## config.mk

```make
export PLATFORM = sky130hd
export DESIGN_NAME = alu_sequencer_flat
export DESIGN_NICKNAME = d
export VERILOG_FILES = /design/src/rtl/alu_sequencer_if.sv /design/src/rtl/alu_sequencer.sv /design/src/flat_wrapper.sv
export SDC_FILE = /design/constraint.sdc
export NUM_CORES = 1
export LEC_CHECK = 0
export ABC_AREA = 1
export CAP_MARGIN = 20
export CORE_MARGIN = 10
export CORE_UTILIZATION = 35
export CTS_BUF_LIST = sky130_fd_sc_hd__clkbuf_2 sky130_fd_sc_hd__clkbuf_4 sky130_fd_sc_hd__clkbuf_8
export DETAILED_ROUTE_END_ITERATION = 16
export GPL_TIMING_DRIVEN = 0
export SLEW_MARGIN = 5
export SYNTH_ARGS = -nofsm -noshare
export SYNTH_HDL_FRONTEND = slang
export SYNTH_SLANG_ARGS = --single-unit
```

## constraint.sdc

```tcl
create_clock -name clk -period 3.3 [get_ports clk]
set_clock_uncertainty 0.1 [all_clocks]
set_input_delay 0.33 -clock clk [delete_from_list [all_inputs] [get_ports clk]]
set_output_delay 0.33 -clock clk [all_outputs]
set_load 0.05 [all_outputs]
```

## src/rtl/alu_sequencer_if.sv

```systemverilog
// Handshake and ALU-facing bus of the ALU sequencer: instruction channel,
// direct register load, ALU operand/result wires and the result channel.
interface alu_sequencer_if;
    logic        instr_valid;
    logic        instr_ready;
    logic [7:0]  instr;
    logic        ld_en;
    logic [1:0]  ld_addr;
    logic [15:0] ld_data;
    logic [15:0] alu_a;
    logic [15:0] alu_b;
    logic [1:0]  alu_op;
    logic [15:0] alu_rout;
    logic        res_valid;
    logic        res_ready;
    logic [15:0] res_data;
    logic        res_zero;
    logic [15:0] op_count;

    // Sequencer side: consumes instructions and loads, produces ALU inputs and results.
    modport slave (
        input  instr_valid, instr, ld_en, ld_addr, ld_data, alu_rout, res_ready,
        output instr_ready, alu_a, alu_b, alu_op, res_valid, res_data, res_zero, op_count
    );

    // Environment side: issues instructions, models the ALU, consumes results.
    modport master (
        output instr_valid, instr, ld_en, ld_addr, ld_data, alu_rout, res_ready,
        input  instr_ready, alu_a, alu_b, alu_op, res_valid, res_data, res_zero, op_count
    );
endinterface

```

## src/rtl/alu_sequencer.sv

```systemverilog
// Control stage for the 16-bit ALU: 4x16 register file, registered operand
// drive, one-cycle execute, and a held result with valid/ready handshake.
module alu_sequencer (
    input  logic           clk,
    input  logic           rst_n,
    alu_sequencer_if.slave bus
);

    typedef enum logic [1:0] {
        IDLE = 2'b00,
        EXEC = 2'b01,
        DONE = 2'b10
    } state_t;

    state_t      state_r;
    state_t      state_s;
    logic        accept_s;
    logic        exec_s;
    logic        consume_s;

    logic [1:0]  op_f_s;
    logic [1:0]  rd_f_s;
    logic [1:0]  rs_f_s;
    logic [1:0]  rt_f_s;

    logic [15:0] rf_r [4];
    logic [3:0]  wb_sel_s;
    logic [3:0]  ld_sel_s;

    logic [15:0] alu_a_r;
    logic [15:0] alu_b_r;
    logic [1:0]  alu_op_r;
    logic [1:0]  rd_r;

    logic        res_valid_r;
    logic [15:0] res_data_r;
    logic        res_zero_r;
    logic [15:0] op_count_r;

    function automatic logic is_zero16(input logic [15:0] v);
        return (v == 16'h0000);
    endfunction

    // Split the instruction word into its fields.
    always_comb begin
        op_f_s = bus.instr[7:6];
        rd_f_s = bus.instr[5:4];
        rs_f_s = bus.instr[3:2];
        rt_f_s = bus.instr[1:0];
    end

    // Next-state and per-state control strobes.
    always_comb begin
        state_s   = state_r;
        accept_s  = 1'b0;
        exec_s    = 1'b0;
        consume_s = 1'b0;
        case (state_r)
            IDLE: begin
                if (bus.instr_valid) begin
                    accept_s = 1'b1;
                    state_s  = EXEC;
                end else begin
                    state_s  = IDLE;
                end
            end
            EXEC: begin
                exec_s  = 1'b1;
                state_s = DONE;
            end
            DONE: begin
                if (bus.res_ready) begin
                    consume_s = 1'b1;
                    state_s   = IDLE;
                end else begin
                    state_s   = DONE;
                end
            end
            default: begin
                state_s = IDLE;
            end
        endcase
    end

    // State register.
    always_ff @(posedge clk or negedge rst_n) begin
        if (!rst_n) begin
            state_r <= IDLE;
        end else begin
            state_r <= state_s;
        end
    end

    // Register-file write selects; a writeback masks a load to the same register.
    always_comb begin
        wb_sel_s = 4'b0000;
        ld_sel_s = 4'b0000;
        if (exec_s) begin
            wb_sel_s[rd_r] = 1'b1;
        end else begin
            wb_sel_s = 4'b0000;
        end
        if (bus.ld_en) begin
            ld_sel_s[bus.ld_addr] = 1'b1;
        end else begin
            ld_sel_s = 4'b0000;
        end
        ld_sel_s = ld_sel_s & ~wb_sel_s;
    end

    // Register file storage.
    always_ff @(posedge clk or negedge rst_n) begin
        if (!rst_n) begin
            for (int i = 0; i < 4; i++) begin
                rf_r[i] <= 16'h0000;
            end
        end else begin
            for (int i = 0; i < 4; i++) begin
                if (wb_sel_s[i]) begin
                    rf_r[i] <= bus.alu_rout;
                end else if (ld_sel_s[i]) begin
                    rf_r[i] <= bus.ld_data;
                end
            end
        end
    end

    // Operand capture at accept; values hold until the next accepted instruction.
    always_ff @(posedge clk or negedge rst_n) begin
        if (!rst_n) begin
            alu_a_r  <= 16'h0000;
            alu_b_r  <= 16'h0000;
            alu_op_r <= 2'b00;
            rd_r     <= 2'b00;
        end else if (accept_s) begin
            alu_a_r  <= rf_r[rs_f_s];
            alu_b_r  <= rf_r[rt_f_s];
            alu_op_r <= op_f_s;
            rd_r     <= rd_f_s;
        end
    end

    // Result capture, result handshake and completed-operation counter.
    always_ff @(posedge clk or negedge rst_n) begin
        if (!rst_n) begin
            res_valid_r <= 1'b0;
            res_data_r  <= 16'h0000;
            res_zero_r  <= 1'b0;
            op_count_r  <= 16'h0000;
        end else begin
            if (exec_s) begin
                res_valid_r <= 1'b1;
                res_data_r  <= bus.alu_rout;
                res_zero_r  <= is_zero16(bus.alu_rout);
            end else if (consume_s) begin
                res_valid_r <= 1'b0;
            end
            if (consume_s) begin
                op_count_r <= op_count_r + 16'h0001;
            end
        end
    end

    assign bus.instr_ready = (state_r == IDLE);
    assign bus.alu_a       = alu_a_r;
    assign bus.alu_b       = alu_b_r;
    assign bus.alu_op      = alu_op_r;
    assign bus.res_valid   = res_valid_r;
    assign bus.res_data    = res_data_r;
    assign bus.res_zero    = res_zero_r;
    assign bus.op_count    = op_count_r;

endmodule
```

## src/flat_wrapper.sv

```systemverilog
// flat-port wrapper written by rule: the top's interface ports become plain ports
module alu_sequencer_flat 
  (clk, rst_n, bus_instr_valid, bus_instr, bus_ld_en, bus_ld_addr, bus_ld_data, bus_alu_rout, bus_res_ready, bus_instr_ready, bus_alu_a, bus_alu_b, bus_alu_op, bus_res_valid, bus_res_data, bus_res_zero, bus_op_count);
  alu_sequencer_if bus_i ();
  input  logic clk;
  input  logic rst_n;
  input wire logic [$bits(bus_i.instr_valid)-1:0] bus_instr_valid;
  input wire logic [$bits(bus_i.instr)-1:0] bus_instr;
  input wire logic [$bits(bus_i.ld_en)-1:0] bus_ld_en;
  input wire logic [$bits(bus_i.ld_addr)-1:0] bus_ld_addr;
  input wire logic [$bits(bus_i.ld_data)-1:0] bus_ld_data;
  input wire logic [$bits(bus_i.alu_rout)-1:0] bus_alu_rout;
  input wire logic [$bits(bus_i.res_ready)-1:0] bus_res_ready;
  output wire logic [$bits(bus_i.instr_ready)-1:0] bus_instr_ready;
  output wire logic [$bits(bus_i.alu_a)-1:0] bus_alu_a;
  output wire logic [$bits(bus_i.alu_b)-1:0] bus_alu_b;
  output wire logic [$bits(bus_i.alu_op)-1:0] bus_alu_op;
  output wire logic [$bits(bus_i.res_valid)-1:0] bus_res_valid;
  output wire logic [$bits(bus_i.res_data)-1:0] bus_res_data;
  output wire logic [$bits(bus_i.res_zero)-1:0] bus_res_zero;
  output wire logic [$bits(bus_i.op_count)-1:0] bus_op_count;
  assign bus_i.instr_valid = bus_instr_valid;
  assign bus_i.instr = bus_instr;
  assign bus_i.ld_en = bus_ld_en;
  assign bus_i.ld_addr = bus_ld_addr;
  assign bus_i.ld_data = bus_ld_data;
  assign bus_i.alu_rout = bus_alu_rout;
  assign bus_i.res_ready = bus_res_ready;
  assign bus_instr_ready = bus_i.instr_ready;
  assign bus_alu_a = bus_i.alu_a;
  assign bus_alu_b = bus_i.alu_b;
  assign bus_alu_op = bus_i.alu_op;
  assign bus_res_valid = bus_i.res_valid;
  assign bus_res_data = bus_i.res_data;
  assign bus_res_zero = bus_i.res_zero;
  assign bus_op_count = bus_i.op_count;
  alu_sequencer u_core (.clk(clk), .rst_n(rst_n), .bus(bus_i));
endmodule
```

==> metrics <==
status=finished clean; Die Ht=159 um; Worst Setup Start Kind=register; Final Net Count=974; total number of H-tree levels=4; #FFs+latches synth=136; EDFF count, synth=0; Combinational Power Share=46.0%; overall power=0.00820 W; Seq pwr share=35.8%; Sw Share=44.8%; largest stage delay on the critical path=0.83 ns; Mapped Avg Cell Area=8.48 um2; Vias/cell=5.19; DP HPWL=17400 um; P_leak=3.65 nW; design area=8610 um2; R2R setup slack=1.57 ns; VDD IR max=0.000516 V; root buf cell=clkbuf_8; initial core utilization=35.8%; Clk Latency, worst-skew pair=0.45 ns; count leader, synth=dfrtp_1; Area after DPL=8170 um2; Max stage delay cell, worst path=clkdlybuf4s50_1; DR iter-0 viols=404; fin cells=1172; antenna-violating nets left=0; n_diodes=0; Worst-path clk slew=0.08 ns; Port Buffers=113; CP startpoint=u_core.state_r[1]$_DFF_PN0_; die width=159 um; clock share of power=18.2%; Worst EP required=2.87 ns; ys async rst share=100%; NetSw=0.00367 W; DRC=0; max-slew violations=0; ordered cell list for the critical path=nor2_1 > clkdlybuf4s50_1; Rel. slew slack=59.2%; post-CTS sizing=0; hold-critical path endpoint=u_core.bus.alu_a[15]$_DFFE_PN0P_; final setup violating endpoints=0; synthesized area=6720 um2; Max Cap Viol=0; share of the synthesized area in the top cell type=50.7%; WHS Path Cells=4; critical path arrival=1.91 ns; most instantiated cells after synthesis=136 x dfrtp_1, 131 x nand2_1, 114 x nand3_1, 94 x o211ai_1, 72 x inv_1; Top FF cell, synth=dfrtp_1; Worst-Margin Slew=0.612 ns; number of CTS-inserted buffers=17; Reg2Reg Launch Point=u_core.state_r[1]$_DFF_PN0_; core area=18800 um2; CTS tree=yes; Syn Nets=840; Syn. warnings=0; All-Layer GR Usage=17.6%; initial antenna violation count=0; drt pass-1 iters=7; sequential element share of the synthesized area=50.7%; number of I/O pins=116; Final Hold Violating Endpoints=0; Util after Layout=45.9%; critical path class=register to output pin; Setup crit end kind=output pin; Hold Buf Count CTS=1; RD Place Congestion=0.858; Reg2Reg Depth=5; Area Overhead vs Synth=28.2%; dpl cells=1140; PD cells=952 nW/um2; Yosys cell types=24; Mapped Cells=792; Die Area=25100 um2; share of post-route cells with drive strength above 1=7.04%; first-pass GRT wire length=34200 um; post-CTS setup repair buffer count=0; drt total wl=21800 um; via count=6077; largest net degree at the start of global routing=74; hold_sp=bus_instr[2]; R2R Path End=u_core.rf_r[41]$_DFFE_PN0P_; fin crit share=70.8%; min cycle time layout=2.34 ns; largest area contributor in the netlist=dfrtp_1; vias in the first global route=6086; Site Rows=50; clk buf depth=2; crit path max fanout=5; Fmax=428 MHz; Pint=0.00453 W; global route total overflow=0; WL/cell=18.6 um; clk sinks=136; Worst Hold Class=input port to register; RSZ-0062 raised after global routing=no; dominant cells by area after synthesis=dfrtp_1 51%, o211ai_1 11%, nand3_1 8.5%
[per-stage QoR]
step / hold slack [ns] / setup slack, ns / TNS, ns
after floorplan: -0.0656 / 1.27 / 0
after global placement: 0.356 / -3.83 / -519.51
after detailed placement: 0.260 / 1.28 / 0
after CTS: 0.214 / 0.925 / 0
after global routing: 0.270 / 0.863 / 0
final: 0.241 / 0.963 / 0
[worst max-delay path: cells and delay by family, from the launching register on]
| kind | cells | cell delay, ns |
|---|---|---|
| DFF | 1 | 0.46 |
| and+or+nand+nor | 1 | 0.16 |
| buffers and inverters | 1 | 0.83 |
[layer usage]
| metal | vias to the layer above | track usage [%] | wire, um |
|---|---|---|---|
| met4 | 0 | 4.76 | 243 |
| met2 | 185 | 28.0 | 10000 |
| met1 | 2850 | 23.0 | 9940 |
| li1 | 3023 | - | - |
| met5 | - | 0 | 0 |
| met3 | 19 | 4.83 | 1600 |
[sequential cells by signal, summed over array words and instances (netlist names)]
signal / cells
u_core.rf_r: 64
u_core.bus.alu_a: 16
u_core.bus.alu_b: 16
u_core.bus.op_count: 16
u_core.bus.res_data: 16
u_core.bus.alu_op: 2
u_core.rd_r: 2
u_core.state_r: 2
u_core.bus.res_valid: 1
u_core.bus.res_zero: 1
[area by class of cell]
cell class	instances	area (um2)
plain buffers	52	241
clock buffers	23	310
clock inverters	8	118
fillers	1878	10200
inverters	76	285
multi-input cells	528	2790
flip-flops and latches	136	3400
well taps	234	293
repair buffers	115	1170
[power by group through the flow]
stage	Sequential (W)	Clock [W]	Combinational [W]
floorplan	0.00395	0	0.00138
global placement	0.00293	0	0.00376
detailed placement	0.00295	0	0.00379
CTS	0.00292	0.00152	0.00381
global route	0.00301	0.00160	0.00408
finish	0.00293	0.00149	0.00377
[cell usage in the layout (no fill, tap or decap), types with 2 or more instances in the layout]
cell type | Yosys | final
dfrtp_1 | 136 | 136
nand2_1 | 131 | 131
nand3_1 | 114 | 114
clkdlybuf4s50_1 | 0 | 112
o211ai_1 | 94 | 94
inv_1 | 72 | 72
o21ai_0 | 48 | 48
nor2_1 | 47 | 47
a21oi_1 | 32 | 32
a31oi_1 | 32 | 32
clkbuf_1 | 24 | 24
clkbuf_8 | 0 | 22
buf_2 | 16 | 16
nand4_1 | 7 | 7
buf_1 | 6 | 6
xnor2_1 | 6 | 6
buf_4 | 5 | 5
xor2_1 | 5 | 5
inv_2 | 4 | 4
clkinv_2 | 0 | 4
nand3_2 | 3 | 3
nor3_1 | 3 | 3
bufinv_16 | 0 | 3
nor2_4 | 2 | 2
nand2_2 | 2 | 2
buf_6 | 1 | 2
[worst max path at each step]
stage	end	slack (ns)	depth (start not counted)
floorplan	u_core.bus.alu_a[0]$_DFFE_PN0P_	1.27	6
global placement	u_core.bus.alu_b[10]$_DFFE_PN0P_	-3.83	1
detailed placement	u_core.rf_r[60]$_DFFE_PN0P_	1.28	6
CTS	bus_instr_ready	0.93	2
global route	bus_instr_ready	0.86	2
finish	bus_instr_ready	0.96	2
[cells by family after synthesis]
kind of cell / share of synthesized area (%)
AO/OA/AOI/OAI: 19.6
XOR/XNOR: 1.43
adder cells (fa/ha/maj): 0.186
buffers and inverters: 7.84
flip-flops: 50.7
AND/OR/NAND/NOR: 20.3
Note: power is estimated with default switching activity, not from simulation.
